===== src/rtl/j1_bus_pkg.sv =====
// Shared definitions for the J1 I/O interconnect: FSM encoding, default widths,
// error read value and the position of the slot-decode field in the address.
package j1_bus_pkg;

    typedef enum logic [1:0] {
        ST_IDLE   = 2'd0,
        ST_ACCESS = 2'd1,
        ST_DONE   = 2'd2
    } bus_state_t;

    localparam int          DEF_DW         = 16;
    localparam int          DEF_SUB_AW     = 8;
    localparam logic [15:0] DEFAULT_RD_VAL = 16'h0666;
    localparam int          DEC_HI         = 15;
    localparam int          DEC_LO         = 8;
    localparam int          DEC_W          = DEC_HI - DEC_LO + 1;

endpackage


===== src/rtl/j1_bus_decoder.sv =====
// Combinational slot decoder: compares the address high byte against every base
// and returns a one-hot select of the lowest matching slot plus a hit flag.
module j1_bus_decoder
    import j1_bus_pkg::*;
#(
    parameter int                  NSLOTS    = 4,
    parameter logic [NSLOTS*8-1:0] BASE_LIST = {8'h70, 8'h69, 8'h68, 8'h67}
)(
    input  logic [DEC_W-1:0]  addr_hi,
    output logic [NSLOTS-1:0] sel,
    output logic              hit
);

    logic [NSLOTS-1:0] match;

    // raw per-slot base comparison
    always_comb begin
        match = '0;
        for (int i = 0; i < NSLOTS; i++) begin
            match[i] = (addr_hi == BASE_LIST[8*i +: 8]);
        end
    end

    // isolating the lowest set bit makes duplicate bases resolve to the lowest slot
    assign sel = match & (~match + NSLOTS'(1));
    assign hit = |match;

endmodule


===== src/rtl/j1_io_bus.sv =====
// J1 I/O interconnect: registered IDLE/ACCESS/DONE transaction FSM with wait
// states, timeout and unmapped-address errors. Optional status page: J1_IO_BUS_STATUS_REG_EN.
module j1_io_bus
    import j1_bus_pkg::*;
#(
    parameter int                  NSLOTS      = 4,
    parameter int                  DW          = DEF_DW,
    parameter int                  SUB_AW      = DEF_SUB_AW,
    parameter logic [NSLOTS*8-1:0] BASE_LIST   = {8'h70, 8'h69, 8'h68, 8'h67},
    parameter int                  TIMEOUT     = 15,
    parameter logic [DW-1:0]       DEFAULT_RD  = DW'(DEFAULT_RD_VAL),
    parameter logic [7:0]          STATUS_BASE = 8'hFF
)(
    input  logic                 sys_clk_i,
    input  logic                 sys_rst_i,
    input  logic                 io_rd,
    input  logic                 io_wr,
    input  logic [15:0]          io_addr,
    input  logic [DW-1:0]        io_dout,
    output logic [DW-1:0]        io_din,
    output logic                 io_ready,
    output logic                 bus_err,
    output logic [NSLOTS-1:0]    cs,
    output logic [SUB_AW-1:0]    s_addr,
    output logic [DW-1:0]        s_wdata,
    output logic                 s_rd,
    output logic                 s_wr,
    input  logic [NSLOTS*DW-1:0] s_rdata,
    input  logic [NSLOTS-1:0]    s_ready
);

    localparam logic [7:0] TIMEOUT_CNT = 8'(TIMEOUT);

    bus_state_t        state_r, state_nxt;
    logic [7:0]        cnt_r, cnt_nxt;
    logic              is_rd_r, is_rd_nxt;
    logic [NSLOTS-1:0] cs_nxt, dec_sel;
    logic              dec_hit, s_rd_nxt, s_wr_nxt, io_ready_nxt, bus_err_nxt;
    logic [SUB_AW-1:0] s_addr_nxt;
    logic [DW-1:0]     s_wdata_nxt, io_din_nxt, slv_rdata, status_rd;
    logic              slv_ready, status_hit;

    j1_bus_decoder #(
        .NSLOTS    (NSLOTS),
        .BASE_LIST (BASE_LIST)
    ) u_dec (
        .addr_hi (io_addr[DEC_HI:DEC_LO]),
        .sel     (dec_sel),
        .hit     (dec_hit)
    );

    // selected slave's read data and ready; other slots are masked out by cs
    always_comb begin
        slv_rdata = '0;
        for (int i = 0; i < NSLOTS; i++) begin
            slv_rdata = slv_rdata | (s_rdata[i*DW +: DW] & {DW{cs[i]}});
        end
    end
    assign slv_ready = |(s_ready & cs);

`ifdef J1_IO_BUS_STATUS_REG_EN
    logic [15:0] addr_r, err_cnt_r, err_addr_r;
    logic        status_clr;

    assign status_hit = (io_addr[DEC_HI:DEC_LO] == STATUS_BASE);
    assign status_clr = (state_r == ST_IDLE) && io_wr && !io_rd && status_hit;

    // status page read mux
    always_comb begin
        case (io_addr[7:0])
            8'h00:   status_rd = DW'(err_cnt_r);
            8'h01:   status_rd = DW'(err_addr_r);
            default: status_rd = '0;
        endcase
    end

    // error counter and last-error address; a status write clear wins over a pulse
    always_ff @(posedge sys_clk_i or posedge sys_rst_i) begin
        if (sys_rst_i) begin
            addr_r     <= 16'h0000;
            err_cnt_r  <= 16'h0000;
            err_addr_r <= 16'h0000;
        end else begin
            if (state_r == ST_IDLE && (io_rd || io_wr)) begin
                addr_r <= io_addr;
            end else begin
                addr_r <= addr_r;
            end
            if (status_clr) begin
                err_cnt_r  <= 16'h0000;
                err_addr_r <= 16'h0000;
            end else if (bus_err) begin
                err_cnt_r  <= (err_cnt_r == 16'hFFFF) ? err_cnt_r : err_cnt_r + 16'd1;
                err_addr_r <= addr_r;
            end else begin
                err_cnt_r  <= err_cnt_r;
                err_addr_r <= err_addr_r;
            end
        end
    end
`else
    assign status_hit = 1'b0;
    assign status_rd  = '0;
`endif

    // next-state and next-output logic
    always_comb begin
        state_nxt    = state_r;
        cnt_nxt      = cnt_r;
        is_rd_nxt    = is_rd_r;
        cs_nxt       = cs;
        s_rd_nxt     = 1'b0;
        s_wr_nxt     = 1'b0;
        s_addr_nxt   = s_addr;
        s_wdata_nxt  = s_wdata;
        io_din_nxt   = io_din;
        io_ready_nxt = 1'b0;
        bus_err_nxt  = 1'b0;
        case (state_r)
            ST_IDLE: begin
                if (io_rd || io_wr) begin
                    s_addr_nxt  = io_addr[SUB_AW-1:0];
                    s_wdata_nxt = io_dout;
                    is_rd_nxt   = io_rd;
                    cnt_nxt     = 8'd0;
                    if ((io_rd && io_wr) || !(dec_hit || status_hit)) begin
                        state_nxt    = ST_DONE;
                        io_din_nxt   = DEFAULT_RD;
                        io_ready_nxt = 1'b1;
                        bus_err_nxt  = 1'b1;
                    end else if (status_hit) begin
                        state_nxt    = ST_DONE;
                        io_ready_nxt = 1'b1;
                        io_din_nxt   = io_rd ? status_rd : io_din;
                    end else begin
                        state_nxt = ST_ACCESS;
                        cs_nxt    = dec_sel;
                        s_rd_nxt  = io_rd;
                        s_wr_nxt  = io_wr;
                    end
                end else begin
                    state_nxt = ST_IDLE;
                end
            end
            ST_ACCESS: begin
                cnt_nxt = cnt_r + 8'd1;
                if (slv_ready) begin
                    state_nxt    = ST_DONE;
                    cs_nxt       = '0;
                    io_ready_nxt = 1'b1;
                    io_din_nxt   = is_rd_r ? slv_rdata : io_din;
                end else if (cnt_nxt == TIMEOUT_CNT) begin
                    state_nxt    = ST_DONE;
                    cs_nxt       = '0;
                    io_ready_nxt = 1'b1;
                    bus_err_nxt  = 1'b1;
                    io_din_nxt   = is_rd_r ? DEFAULT_RD : io_din;
                end else begin
                    state_nxt = ST_ACCESS;
                end
            end
            ST_DONE: begin
                state_nxt = ST_IDLE;
                cs_nxt    = '0;
            end
            default: begin
                state_nxt = ST_IDLE;
                cs_nxt    = '0;
            end
        endcase
    end

    // state and registered outputs; reset drops cs and strobes at once
    always_ff @(posedge sys_clk_i or posedge sys_rst_i) begin
        if (sys_rst_i) begin
            state_r  <= ST_IDLE;
            cnt_r    <= 8'd0;
            is_rd_r  <= 1'b0;
            cs       <= '0;
            s_rd     <= 1'b0;
            s_wr     <= 1'b0;
            s_addr   <= '0;
            s_wdata  <= '0;
            io_din   <= '0;
            io_ready <= 1'b0;
            bus_err  <= 1'b0;
        end else begin
            state_r  <= state_nxt;
            cnt_r    <= cnt_nxt;
            is_rd_r  <= is_rd_nxt;
            cs       <= cs_nxt;
            s_rd     <= s_rd_nxt;
            s_wr     <= s_wr_nxt;
            s_addr   <= s_addr_nxt;
            s_wdata  <= s_wdata_nxt;
            io_din   <= io_din_nxt;
            io_ready <= io_ready_nxt;
            bus_err  <= bus_err_nxt;
        end
    end

endmodule

===== config.mk =====
export PLATFORM = sky130hd
export DESIGN_NAME = j1_io_bus
export DESIGN_NICKNAME = d
export VERILOG_FILES = /design/src/rtl/j1_bus_pkg.sv /design/src/rtl/j1_bus_decoder.sv /design/src/rtl/j1_io_bus.sv
export SDC_FILE = /design/constraint.sdc
export NUM_CORES = 1
export LEC_CHECK = 0
export BUFFER_PORTS_ARGS = -buffer_cell sky130_fd_sc_hd__buf_4
export CORE_MARGIN = 8
export CORE_UTILIZATION = 50
export DETAILED_ROUTE_END_ITERATION = 16
export HOLD_SLACK_MARGIN = 0.05
export PLACE_DENSITY = 0.85
export SLEW_MARGIN = 40
export SYNTH_ARGS = -nofsm -noshare
export SYNTH_HDL_FRONTEND = slang
export SYNTH_SLANG_ARGS = --single-unit

===== constraint.sdc =====
create_clock -name sys_clk_i -period 6.5 [get_ports sys_clk_i]
set_input_delay 0.325 -clock sys_clk_i [delete_from_list [all_inputs] [get_ports sys_clk_i]]
set_output_delay 0.325 -clock sys_clk_i [all_outputs]
set_load 0.005 [all_outputs]

Word level (Yosys, flattened, before mapping)
Cells that the tools add are included.
{"block": "op_classes", "reduce_logical": 12, "n_bitwise": 10, "eq_ne": 12, "n_addsub": 2, "muxes": 32}
{"cell": "16-bit 2-to-1 mux", "count": 6}
{"cell": "16-bit bitwise AND", "count": 4}
{"cell": "16-bit bitwise OR", "count": 3}
{"cell": "8-bit by 7-bit equality test with 1-bit output (second input constant)", "count": 4}
{"cell": "16-bit case mux with 2 select lines", "count": 1}
{"cell": "4-bit 2-to-1 mux", "count": 4}
{"cell": "8-bit case mux with 2 select lines", "count": 1}
{"cell": "1-bit 2-to-1 mux", "count": 11}
{"cell": "3-bit != test (second input constant)", "count": 3}
{"cell": "8-bit by 1-bit adder with 8-bit output (second input constant)", "count": 1}
{"cell": "4-bit bitwise AND", "count": 2}
{"cell": "8-bit by 4-bit equality test with 1-bit output (second input constant)", "count": 1}
{"cell": "2-bit 2-to-1 mux", "count": 4}
{"cell": "8-bit 2-to-1 mux", "count": 1}
{"cell": "4-bit case mux with 2 select lines", "count": 1}
{"cell": "4-bit OR reduction", "count": 2}
{"cell": "2-bit != test (second input constant)", "count": 3}
{"cell": "6-bit AND reduction", "count": 1}
{"cell": "4-bit by 1-bit adder with 4-bit output (second input constant)", "count": 1}
{"cell": "4-bit NOT", "count": 1}
{"cell": "1-bit case mux with 2 select lines", "count": 2}
{"cell": "2-bit case mux with 2 select lines", "count": 1}
{"cell": "2-bit AND reduction", "count": 2}
{"cell": "3-bit AND reduction", "count": 1}
{"cell": "6 further kinds", "count": 7}
{"block": "word_totals", "out_inout_bits": 48, "in_bits": 104, "elab_cells": 79, "ff_bits": 59}

Longest topological paths before layout
{"block": "logic_depth", "depth_word": 7, "mapped_depth": 7, "ltp_nobuf": 6}

By module
From an unflattened synthesis, not the netlist that was laid out.
{"block": "hier_totals", "hier_cells": 258, "hier_area_um2": 2984.1}
{"module": "j1_io_bus", "cells_per_inst": 245, "n_inst": 1, "seq_area_each_um2": 1476.4, "area_each_um2": 2904.0}
{"module": "j1_bus_decoder", "cells_per_inst": 13, "n_inst": 1, "seq_area_each_um2": 0.0, "area_each_um2": 80.1}

Least setup slack after synthesis
OpenSTA, ideal clock, no wires.
{"block": "synth_path", "path_kind": "reg-to-reg", "startpoint": "register cnt_r[0]", "endpoint": "register io_din[10]", "path_stages_with_launch": 8, "setup_time_ns": 0.104, "synth_period_minus_slack_ns": 2.050, "arrival_time_ns": 1.947, "required_time_ns": 6.396, "path_buffers": 1, "path_slack_ns": 4.450, "path_cell_list": "dfrtp_1 > ha_1 > xor2_1 > nand3b_1 > or4_4 > or2_1 > buf_6 > o41ai_2"}
{"block": "synth_between", "elab_chain_cells": 4, "word_cells_on_any_way": 5, "classes_between": "add/sub: 1; eq/ne: 3; reduce/logical: 1"}
{"item": "start, declared", "line": "j1_io_bus.sv:35", "source": "logic [7:0] cnt_r, cnt_nxt;"}
{"item": "start signal, assigned", "line": "j1_io_bus.sv:189", "source": "cnt_r <= cnt_nxt;"}
{"item": "8-bit by 1-bit adder with 8-bit output *", "line": "j1_io_bus.sv:146", "source": "cnt_nxt = cnt_r + 8'd1;"}
{"item": "8-bit by 4-bit equality test with 1-bit output *", "line": "j1_io_bus.sv:152", "source": "end else if (cnt_nxt == TIMEOUT_CNT) begin"}
{"item": "3-bit != test (no source line)"}
{"item": "6-bit AND reduction (no source line) *"}
{"item": "end signal, assigned", "line": "j1_io_bus.sv:196", "source": "io_din <= io_din_nxt;"}
{"item": "end, declared", "line": "j1_io_bus.sv:20", "source": "output logic [DW-1:0] io_din,"}
Mark *: on every way between the ends. The rest lies on a longest branch, timed or not.
A chain may end at the register's enable or synchronous reset.

Worst setup path after layout
{"block": "layout_path", "startpoint": "register cnt_r[1]", "endpoint": "register io_din[5]"}
The elaborated chain is that of the path after synthesis.

==> impl_metrics.tcl <==
set metrics [dict create \
    status "finished, final reports clean" \
    vias 3170 \
    areaGrowthSynthToFinish_pct 43.1 \
    htreeDepth 3 \
    cts_tree "built" \
    cts_buffer_depth 2 \
    tns_ns 0 \
    initialDrtViolationCount 207 \
    hpwlAfterDp_um 8180 \
    post-route-drc-count 0 \
    fillers 463 \
    drv_cap 0 \
    p_per_area_nw_per_um2 232 \
    drive_gt1_frac 0.447 \
    start_util 0.509 \
    maxSlewHeadroom 0.443 \
    fp.dieW_um 96.0 \
    design_area_um2 4570 \
    p_leak_uw 0.00209 \
    syn_area_per_cell_um2 10.1 \
    synth-edff-count 0 \
    clock_latency_ns 0.34 \
    fin_skew_ns 0.00701 \
    fin_crit_sh 0.349 \
    cp-end-kind "register" \
    final.min_clock_period_ns 2.27 \
    num_rows 29 \
    grt_pass1_vias 3467 \
    first_pass_iters 5 \
    ys_seq_area_frac 0.462 \
    grt_overflow 0 \
    synth.net_count 423 \
    seqCellArea_um2 1480 \
    ir_drop_mv 0.211 \
    cts-root-buf "clkbuf_8" \
    crit_fanout 9 \
    clk_pin_slew_ns 0.07 \
    finalPower_uw 1060 \
    multi_input_area_um2 1630 \
    reg2reg_to "io_din[5]$_DFFE_PP0P_" \
    crit_path_start_kind "register" \
    rr_worst_depth 6 \
    wl_per_cell_um 19.9 \
    drt_wl_total_um 10800 \
    setup_viol 0 \
    worstMarginPinSlew_ns 0.836 \
    critPathArrivalTime_ns 2.50 \
    timing.rr.start "cnt_r[1]$_DFFE_PP0P_" \
    rsz0062_at_grt "false" \
    postSynthCellCount 317 \
    crit_type "reg2reg" \
    gr-usage-all-layers 0.244 \
    avgViaCountPerCell 5.85 \
    fp.dieH_um 96.0 \
    place_congestion 0.816 \
    cts_made_buffers 9 \
    layout_common_cells "buf_4 (152), dfrtp_1 (59), o21ai_0 (32), nand2_1 (26), mux2_2 (24)" \
    grt_pass1_wl_um 17200 \
    synthDistinctLibCells 44 \
    final_common_cell "buf_4" \
    critPathLaunch "cnt_r[1]$_DFFE_PP0P_" \
    io_buffers 151 \
    antenna_left 0 \
    coreArea_um2 6280 \
    yosys_warnings 0 \
    antenna_found_initial 0 \
    rrSetupSlack_ns 4.23 \
    fmax_mhz 441 \
    worstHoldPathType "in2async" \
    critPathRequiredTime_ns 6.73 \
    syn-cell-area_um2 3200 \
    postCtsResizedCells 0 \
    synthArstFlopShare 1.00 \
    post_cts.repair.setup_buffers 0 \
    dieArea_um2 9210 \
    ys_ff_latch 59 \
    antennaDiodeCount 0 \
    maxSlewViolCount 0 \
    finalHoldViolCount 0 \
    grt_max_degree 60 \
    cts-hold-fix-buffers 0 \
    placed_area_um2 4380 \
    cts_sinks 59 \
    ioPinCount 152 \
    final_nets 566 \
    synth_ff_type "dfrtp_1" \
    crit_path_end "io_din[5]$_DFFE_PP0P_" \
]
-- layout make-up --
type                    instances  share of cell area
clock buffers                  11              0.0287
inverters                       4             0.00328
well taps                      77              0.0211
flip-flops and latches         59               0.323
repair buffers                154               0.255
clock inverters                 5              0.0118
multi-input cells             232               0.357
-- how the worst min path moves through the flow --
stage	cells after the start	from	endpoint	slack [ns]
after floorplan	2	io_wr	s_wr$_DFF_PP0_	0.46
after global placement	1	cnt_r[7]$_DFFE_PP0P_	cnt_r[7]$_DFFE_PP0P_	0.49
after detailed placement	1	s_addr[7]$_DFFE_PP0P_	s_addr[7]$_DFFE_PP0P_	0.50
after CTS	2	io_dout[3]	s_wdata[3]$_DFFE_PP0P_	0.20
after global routing	3	sys_rst_i	s_wdata[3]$_DFFE_PP0P_	0.15
final	3	sys_rst_i	s_wdata[3]$_DFFE_PP0P_	0.12
-- logic make-up after synthesis --
| family | share of synthesized area |
|---|---|
| DFF | 0.462 |
| xor gates and xnor gates | 0.0164 |
| AOI/OAI and AO/OA | 0.267 |
| buffers and inverters | 0.0348 |
| muxes | 0.0845 |
| and+or+nand+nor | 0.127 |
| adders and majority gates | 0.00783 |
-- Yosys cell counts (5+ instances only) --
library cell	count	share of area
mux2_2	24	0.085
nor3_1	13	0.020
a21oi_1	12	0.019
dfrtp_1	59	0.46
a22o_1	14	0.038
clkbuf_1	12	0.014
o41ai_2	6	0.031
a221oi_1	10	0.027
nor2_1	24	0.028
nand2_1	26	0.031
o22ai_1	10	0.020
o21ai_0	32	0.050
a22oi_1	13	0.031
buf_2	5	0.0078
o31a_1	7	0.019
-- state kept, by name, summed over array words and instances, names as in the netlist --
| name | flops |
|---|---|
| cnt_r | 8 |
| s_wr | 1 |
| s_rd | 1 |
| bus_err | 1 |
| io_ready | 1 |
| s_wdata | 16 |
| is_rd_r | 1 |
| state_r | 2 |
| io_din | 16 |
| cs | 4 |
| s_addr | 8 |
-- per-layer routing --
| metal | up-vias | GRT usage | part of all wire |
|---|---|---|---|
| met5 | - | 0 | 0 |
| met4 | 0 | 0.101 | 0.016 |
| met3 | 13 | 0.133 | 0.14 |
| met2 | 149 | 0.398 | 0.48 |
| met1 | 1523 | 0.258 | 0.36 |
| li1 | 1485 | - | - |
-- power breakdown --
| part | leakage [µW] | internal [µW] | switching (µW) |
|---|---|---|---|
| logic | 0.00127 | 168 | 116 |
| clock network | 0.0000971 | 176 | 145 |
| registers | 0.000729 | 421 | 36.7 |
| total | 0.00209 | 764 | 297 |
-- critical path, cell delays in order (launching register included) --
cell and delay (ns):
dfrtp_1 0.42, ha_1 0.27, xor2_1 0.16, nand3b_1 0.09
or4_4 0.42, or2_1 0.41, o41ai_2 0.39
-- stage by stage --
step                      hold slack [ns]  std cells   util  setup slack (ns)
final                               0.124        542  0.729              4.23
after global routing                0.152        542  0.729              4.05
after CTS                           0.202        542  0.727              4.00
after detailed placement            0.498        526  0.697              4.02
after global placement              0.492        525  0.694              4.05
after floorplan                     0.463        317      -              4.45
No activity file was read; power rests on OpenSTA's default activity.
